## config.mk

```make
export PLATFORM = sky130hd
export DESIGN_NAME = outport_fifo
export DESIGN_NICKNAME = d
export VERILOG_FILES = /design/src/rtl/outport_fifo_pkg.sv /design/src/rtl/fifo_mem_4x32.sv /design/src/rtl/outport_fifo.sv
export SDC_FILE = /design/constraint.sdc
export NUM_CORES = 1
export LEC_CHECK = 0
export BUFFER_PORTS_ARGS = -buffer_cell sky130_fd_sc_hd__buf_2
export CAP_MARGIN = 20
export CORE_ASPECT_RATIO = 1.4
export CORE_MARGIN = 2
export CORE_UTILIZATION = 50
export DETAILED_ROUTE_END_ITERATION = 6
export PLACE_DENSITY_LB_ADDON = 0.25
export SLEW_MARGIN = 20
export SYNTH_ARGS = -nofsm -noshare
export SYNTH_HDL_FRONTEND = slang
export SYNTH_SLANG_ARGS = --single-unit
```

## constraint.sdc

```tcl
create_clock -name clk -period 2.7 [get_ports clk]
set_input_delay 0.81 -clock clk [delete_from_list [all_inputs] [get_ports clk]]
set_output_delay 0.81 -clock clk [all_outputs]
set_load 0.005 [all_outputs]
```

## src/rtl/outport_fifo_pkg.sv

```systemverilog
// Shared sizing constants for the output-port FIFO and its storage.
// No logic, so no latency.
// No flow control lives here.
package outport_fifo_pkg;

  localparam int OUTPORT_DEPTH = 4;
  localparam int OUTPORT_PTR_W = 2;
  localparam int OUTPORT_CNT_W = 3;
  localparam int WORD_W        = 32;

endpackage

```

## src/rtl/fifo_mem_4x32.sv

```systemverilog
// 4x32 register-file storage for the output-port FIFO.
// Write lands on the rising clk edge; the read port is combinational (0 cycles).
// No flow control: the parent decides when a write is allowed.
module fifo_mem_4x32
  import outport_fifo_pkg::*;
(
  input  logic                     clk,
  input  logic                     i_we,
  input  logic [OUTPORT_PTR_W-1:0] i_waddr,
  input  logic [WORD_W-1:0]        i_wdata,
  input  logic [OUTPORT_PTR_W-1:0] i_raddr,
  output logic [WORD_W-1:0]        o_rdata
);

  logic [WORD_W-1:0] r_mem [OUTPORT_DEPTH];

  // Storage write. There is no reset: contents are only meaningful once
  // count says a slot is occupied.
  always_ff @(posedge clk) begin
    if (i_we) begin
      r_mem[i_waddr] <= i_wdata;
    end
  end

  assign o_rdata = r_mem[i_raddr];

endmodule

```

## src/rtl/outport_fifo.sv

```systemverilog
// 4-deep output-port FIFO between the datapath bus and an external device, with display latch.
// Push to dev_valid is 1 cycle; dev_data is the combinational head of storage.
// A full FIFO drops pushes (sticky overflow) unless a pop frees a slot that same cycle; stall = full && !dev_ready.
module outport_fifo
  import outport_fifo_pkg::*;
(
  input  logic                     clk,
  input  logic                     clr,
  input  logic [WORD_W-1:0]        bus_data,
  input  logic                     outport_enable,
  input  logic                     ovf_clr,
  input  logic                     dev_ready,
  output logic [WORD_W-1:0]        dev_data,
  output logic                     dev_valid,
  output logic [WORD_W-1:0]        out_port_q,
  output logic [OUTPORT_CNT_W-1:0] count,
  output logic                     full,
  output logic                     empty,
  output logic                     overflow,
  output logic                     stall
);

  logic [OUTPORT_PTR_W-1:0] r_wr_ptr;
  logic [OUTPORT_PTR_W-1:0] r_rd_ptr;
  logic [OUTPORT_CNT_W-1:0] r_count;
  logic                     r_overflow;
  logic [WORD_W-1:0]        r_out_q;

  logic        w_push;
  logic        w_pop;
  logic        w_ovf_event;
  logic [WORD_W-1:0] w_rdata;

  // Flags come straight from the registered count.
  assign full      = (r_count == OUTPORT_CNT_W'(OUTPORT_DEPTH));
  assign empty     = (r_count == '0);
  assign dev_valid = !empty;
  assign dev_data  = w_rdata;

  // A pop can only happen with a valid head, so an empty FIFO never pops.
  // A full FIFO still accepts a push when the head leaves in the same cycle.
  assign w_pop       = dev_valid && dev_ready;
  assign w_push      = outport_enable && (!full || w_pop);
  assign w_ovf_event = outport_enable && full && !w_pop;

  assign stall = full && !dev_ready;

  fifo_mem_4x32 u_mem (
    .clk     (clk),
    .i_we    (w_push),
    .i_waddr (r_wr_ptr),
    .i_wdata (bus_data),
    .i_raddr (r_rd_ptr),
    .o_rdata (w_rdata)
  );

  // Pointer and occupancy tracking; pointers wrap naturally at 2 bits.
  always_ff @(posedge clk or negedge clr) begin
    if (!clr) begin
      r_wr_ptr <= '0;
      r_rd_ptr <= '0;
      r_count  <= '0;
    end else begin
      if (w_push) begin
        r_wr_ptr <= r_wr_ptr + 1'b1;
      end
      if (w_pop) begin
        r_rd_ptr <= r_rd_ptr + 1'b1;
      end
      case ({w_push, w_pop})
        2'b10:   r_count <= r_count + 1'b1;
        2'b01:   r_count <= r_count - 1'b1;
        default: r_count <= r_count;
      endcase
    end
  end

  // Sticky overflow; a fresh drop wins over a clear in the same cycle.
  always_ff @(posedge clk or negedge clr) begin
    if (!clr) begin
      r_overflow <= 1'b0;
    end else if (w_ovf_event) begin
      r_overflow <= 1'b1;
    end else if (ovf_clr) begin
      r_overflow <= 1'b0;
    end
  end

  // Latch the word the device just took, for display.
  always_ff @(posedge clk or negedge clr) begin
    if (!clr) begin
      r_out_q <= '0;
    end else if (w_pop) begin
      r_out_q <= w_rdata;
    end
  end

  assign count      = r_count;
  assign overflow   = r_overflow;
  assign out_port_q = r_out_q;

endmodule

```

# Word-level counts from Yosys, hierarchy flattened
# Memories as Yosys holds them, arrays and structs flattened.
# Cells that the tools add are included.
[word_totals] elab_cells=31 ram_bits=128 out_inout_bits=72 inputBits=37 mem_count=1 register_bits=40
[memory_table] name="u_mem.r_mem" words=4 width=32 read_ports=1 rd_clocked_by_memory_dff=0 write_ports=1 line_no="fifo_mem_4x32.sv:15" text="logic [WORD_W-1:0] r_mem [OUTPORT_DEPTH];"
[classes] addsub=4 n_reduce_logical=13 eq_ne=3 mux=5
[op_table] op="one-hot mux 3 bit (2 select lines)" count=1
[op_table] op="logical AND 1 bit" count=5
[op_table] op="adder 2 x 1 -> 2 bit, second input constant" count=2
[op_table] op="logical NOT 1 bit" count=4
[op_table] op="2-to-1 mux 1 bit" count=4
[op_table] op="nonzero test 2 bit" count=2
[op_table] op="adder 3 x 1 -> 3 bit, second input constant" count=1
[op_table] op="equality test 3 bit, second input constant" count=1
[op_table] op="logical NOT 3 bit" count=1
[op_table] op="subtractor 3 x 1 -> 3 bit, second input constant" count=1
[op_table] op="equality test 2 x 1 -> 1 bit, second input constant" count=1
[op_table] op="equality test 2 bit, second input constant" count=1
[op_table] op="logical OR 1 bit" count=1

# Longest topological paths before layout
[logic_depth] ltp_word=7 ltp_mapped=9 depth_no_buf=7

# Hierarchy
# From an unflattened synthesis, not the netlist that was laid out.
[hier_totals] cells_unflattened=274 hier_area_um2=6389.9
[by_module_without_submodules] module="fifo_mem_4x32" area_per_inst_um2=4689.5 seq_area_each_um2=3843.7 instances=1 cells_each=171
[by_module_without_submodules] module="outport_fifo" area_per_inst_um2=1700.4 seq_area_each_um2=1001.0 instances=1 cells_each=103

# Least setup slack after synthesis
# OpenSTA, ideal clock, no wires.
[synth_timing] kind="input -> register" from="input dev_ready" to="register r_count[2], in the netlist count[2]" arrival_time_ns=2.628 cell_stages=8 n_path_buf=2 setup_time_ns=0.130 t_required_ns=2.570 slack_ns=-0.058 cell_sequence="buf_2 > nand2_8 > buf_12 > or2_2 > fa_1 > or3b_2 > a31oi_1 > o21ai_0"
[synth_between] elab_chain_len=5 word_cells_on_any_way=7 cone_classes="eq/ne: 2; mux: 1; reduce/logical: 4"
[synth_rtl] element="start, declared" line_no="outport_fifo.sv:12" text="input logic dev_ready,"
[synth_rtl] element="logical AND 1 bit (*)" line_no="outport_fifo.sv:42" text="assign w_pop = dev_valid && dev_ready;"
[synth_rtl] element="logical OR 1 bit" line_no="outport_fifo.sv:43" text="assign w_push = outport_enable && (!full || w_pop);"
[synth_rtl] element="logical AND 1 bit" line_no="outport_fifo.sv:43"
[synth_rtl] element="equality test 2 x 1 -> 1 bit or equality test 2 bit (tied branches)" line_no="outport_fifo.sv:70" text="case ({w_push, w_pop})"
[synth_rtl] element="one-hot mux 3 bit (2 select lines) or nonzero test 2 bit (tied branches)"
[synth_rtl] element="end signal, assigned" line_no="outport_fifo.sv:71" text="2'b10: r_count <= r_count + 1'b1;"
[synth_rtl] element="end signal, assigned" line_no="outport_fifo.sv:72" text="2'b01: r_count <= r_count - 1'b1;"
[synth_rtl] element="end signal, assigned" line_no="outport_fifo.sv:73" text="default: r_count <= r_count;"
[synth_rtl] element="end, declared" line_no="outport_fifo.sv:25" text="logic [OUTPORT_CNT_W-1:0] r_count;"
# Mark *: on every way between the ends. The rest lies on a longest branch, timed or not.
# A chain may end at the register's enable or synchronous reset.

# Final worst setup path
[layout_timing] from="register r_rd_ptr[0]" to="output dev_data[30]"
[layout_between] elab_chain_len=1
[layout_rtl] element="start, declared" line_no="outport_fifo.sv:24" text="logic [OUTPORT_PTR_W-1:0] r_rd_ptr;"
[layout_rtl] element="start signal, assigned" line_no="outport_fifo.sv:68" text="r_rd_ptr <= r_rd_ptr + 1'b1;"
[layout_rtl] element="memory (4 x 32 bit)"
[layout_rtl] element="end, declared" line_no="outport_fifo.sv:13" text="output logic [WORD_W-1:0] dev_data,"
# No other way between the ends.

==> results.json <==
{
  "status": "finished clean",
  "multiInputGateArea_um2": 1510,
  "max_freq_mhz": 382,
  "finalHoldViolations": 0,
  "startpoint": "r_rd_ptr[0]$_DFFE_PN0N_",
  "fill_cells": 921,
  "max_stage_delay_ns": 0.56,
  "synth_top_family_by_area": "multiplexers",
  "p_sw_mw": 2.61,
  "drt_iter0_markers": 154,
  "final_cell_mix": "128 x edfxtp_1, 108 x buf_2, 38 x dfrtp_1",
  "end_kind": "output pin",
  "area_growth_pct": 22.0,
  "netlist_instances": 291,
  "wl_mm": 11.6,
  "overflow": 0,
  "synth.top_cell.area_share": 0.590,
  "start_util": 0.509,
  "yosys.area_share.xor_xnor": 0.00672,
  "grt_pass1_wl_mm": 18.4,
  "irDropWorstVdd_mv": 0.569,
  "grt_max_degree": 34,
  "antenna_left": 0,
  "syn_nets": 333,
  "final_common_cell": "edfxtp_1",
  "path_buf_inv": 3,
  "fin_setup_tns_ns": 0,
  "synth.distinct_cells": 33,
  "dieArea_um2": 14000,
  "core_area_um2": 12800,
  "fin_area_um2": 7960,
  "antenna_found_initial": 0,
  "pin_count": 109,
  "clkSlewWorstSetupHoldPaths_ns": 0.06,
  "tritoncts": "yes",
  "htreeDepth": 4,
  "yosysSeqAreaShare": 0.743,
  "detail_route.wl_per_cell_um": 19.4,
  "clockBufferDepth": 2,
  "grt_pass1_vias": 3403,
  "worstSetupPathType": "flop to output pin",
  "ys_top_cells_by_area": "edfxtp_1 59%, dfrtp_1 15%, mux4_2 9.7%, mux2_4 5.5%, mux4_1 1.6%",
  "tightest_slew_ns": 0.632,
  "avgSynthCellArea_um2": 22.4,
  "seqPwrFrac": 0.416,
  "numCtsBuffers": 17,
  "die_x_um": 101,
  "clkPwrFrac": 0.247,
  "r2r_start": "count[0]$_DFFE_PN0P_",
  "die_h_um": 139,
  "root_buffer": "clkbuf_16",
  "routabilityCongestion": 0.717,
  "post_dp_cell_area_um2": 7350,
  "required_ns": 1.89,
  "synth_flop_cell": "edfxtp_1",
  "min_period_ns": 2.62,
  "p_comb_frac": 0.337,
  "insertion_delay_ns": 0.41,
  "cts_resized": 0,
  "synth.area.mux_share": 0.184,
  "holdBufCountCts": 0,
  "rows": 49,
  "finalMaxSlewViolations": 0,
  "hold_class": "input port to asynchronous set/reset pin",
  "cellPowerDensity_nw_per_um2": 1150,
  "num_vias": 3206,
  "setup_viol": 0,
  "critPathLaunchType": "flop",
  "leakage_nw": 3.11,
  "yosysWarnings": 0,
  "synth_top_area_cell": "edfxtp_1",
  "synth_edf_count": 128,
  "synth-seq-cells": 168,
  "period_share": 0.971,
  "final-seq-area_um2": 4850,
  "nets": 471,
  "synthAdderAreaFrac": 0.0107,
  "synth_simple_gate_area_frac": 0.0213,
  "via_per_inst": 5.39,
  "fin_worst_skew_ns": 0.0105,
  "place_ws_ns": 0.120,
  "setup_ws_ns": 0.0795,
  "rsz0062_at_grt": "false",
  "drive_above_1_share": 0.525,
  "cap_viol_max_count": 0,
  "cp_slowest_cell": "mux4_2",
  "crit_arrival_ns": 1.81,
  "n_antenna_cell": 0,
  "relSlewSlack": 0.579,
  "grt_usage": 0.178,
  "sw_frac_of_total": 0.285,
  "port_buffers": 108,
  "cpLargestDelayFamily": "multiplexers",
  "drc": 0,
  "critPathMaxFanout": 10,
  "firstDrtPassIters": 4,
  "path_cells": "buf_4, buf_12, mux4_2, buf_2",
  "async_reset_ff_frac": 0.238,
  "synth.cell_area_um2": 6520,
  "hpwl_mm": 7.77,
  "internal_power_mw": 6.53,
  "synth_compound_gate_area_share": 0.00825,
  "clkSinkCount": 168
}
==> final cells by class <==
type	count	share of cell area
repair buffers	133	0.103
clock inverters	14	0.0171
multi-input cells	102	0.190
well taps	153	0.0241
clock buffers	18	0.0539
inverters	7	0.00330
flip-flops and latches	168	0.609
==> logic make-up after synthesis <==
group,count (synthesis)
DFF,168
and+or+nand+nor,19
adders and majority gates,5
muxes,65
xor gates and xnor gates,5
AOI/OAI and AO/OA,8
buffers and inverters,21
==> state kept, by name, summed over array words and instances, names as in the netlist <==
register and count:
r_rd_ptr 2, u_mem.r_mem 128, r_wr_ptr 2, out_port_q 32, overflow 1, count 3
==> per-layer routing <==
| layer | part of all wire | GRT usage | routed length (µm) |
|---|---|---|---|
| met1 | 0.41 | 0.220 | 4730 |
| met2 | 0.55 | 0.310 | 6310 |
| met3 | 0.040 | 0.0423 | 458 |
| met4 | 0.0065 | 0.0497 | 75 |
| met5 | 0 | 0 | 0 |
==> what timing repair did <==
action | in CTS | in global routing
endpoints found under the hold margin | 0 | 0
endpoints found under the setup margin | 14 | 1
pin swaps | 0 | 0
setup buffers | 4 | 1
gates cloned | 0 | 0
==> cells in the mapped netlist, types with 2 or more instances <==
| cell type | n |
|---|---|
| edfxtp_1 | 128 |
| dfrtp_1 | 40 |
| mux4_2 | 28 |
| mux2_4 | 24 |
| inv_1 | 7 |
| and2_1 | 5 |
| buf_6 | 5 |
| mux2_2 | 5 |
| buf_2 | 4 |
| ha_1 | 4 |
| mux2_1 | 4 |
| mux4_1 | 4 |
| buf_12 | 3 |
| nand3_1 | 3 |
| o21ai_0 | 3 |
| xnor2_1 | 3 |
| clkbuf_1 | 2 |
| o2111ai_1 | 2 |
| or2_2 | 2 |
| xor2_1 | 2 |
==> through the flow <==
step	utilization	power, mW	cells	hold slack (ns)
2_1_floorplan	-	5.73	291	0.489
3_3_place_gp	0.574	6.85	558	0.468
3_5_place_dp	0.574	6.94	558	0.477
4_1_cts	0.620	9.28	594	0.358
5_1_grt	0.621	9.64	595	0.381
6_report	0.621	9.14	595	0.356
==> path summary, 6_finish.rpt <==
path,endpoint,slack [ns],cells after the start
worst min-delay path,out_port_q[30]$_DFFE_PN0N_,0.36,1
min in group clk,out_port_q[0]$_DFFE_PN0N_,0.49,1
max in group asynchronous,out_port_q[16]$_DFFE_PN0N_,1.75,2
worst max register to register,count[2]$_DFFE_PN0P_,0.25,7
worst max-delay path,dev_data[30],0.08,4
worst min register to register,out_port_q[0]$_DFFE_PN0N_,0.49,1
==> power by group through the flow <==
stage / Combinational [mW] / Clock (mW) / Sequential [mW]
2_1_floorplan: 1.91 / 0 / 3.82
3_3_place_gp: 3.01 / 0 / 3.84
3_5_place_dp: 3.06 / 0 / 3.88
4_1_cts: 3.15 / 2.32 / 3.81
5_1_grt: 3.36 / 2.40 / 3.88
6_report: 3.08 / 2.26 / 3.80
No activity file was read; power rests on OpenSTA's default activity.
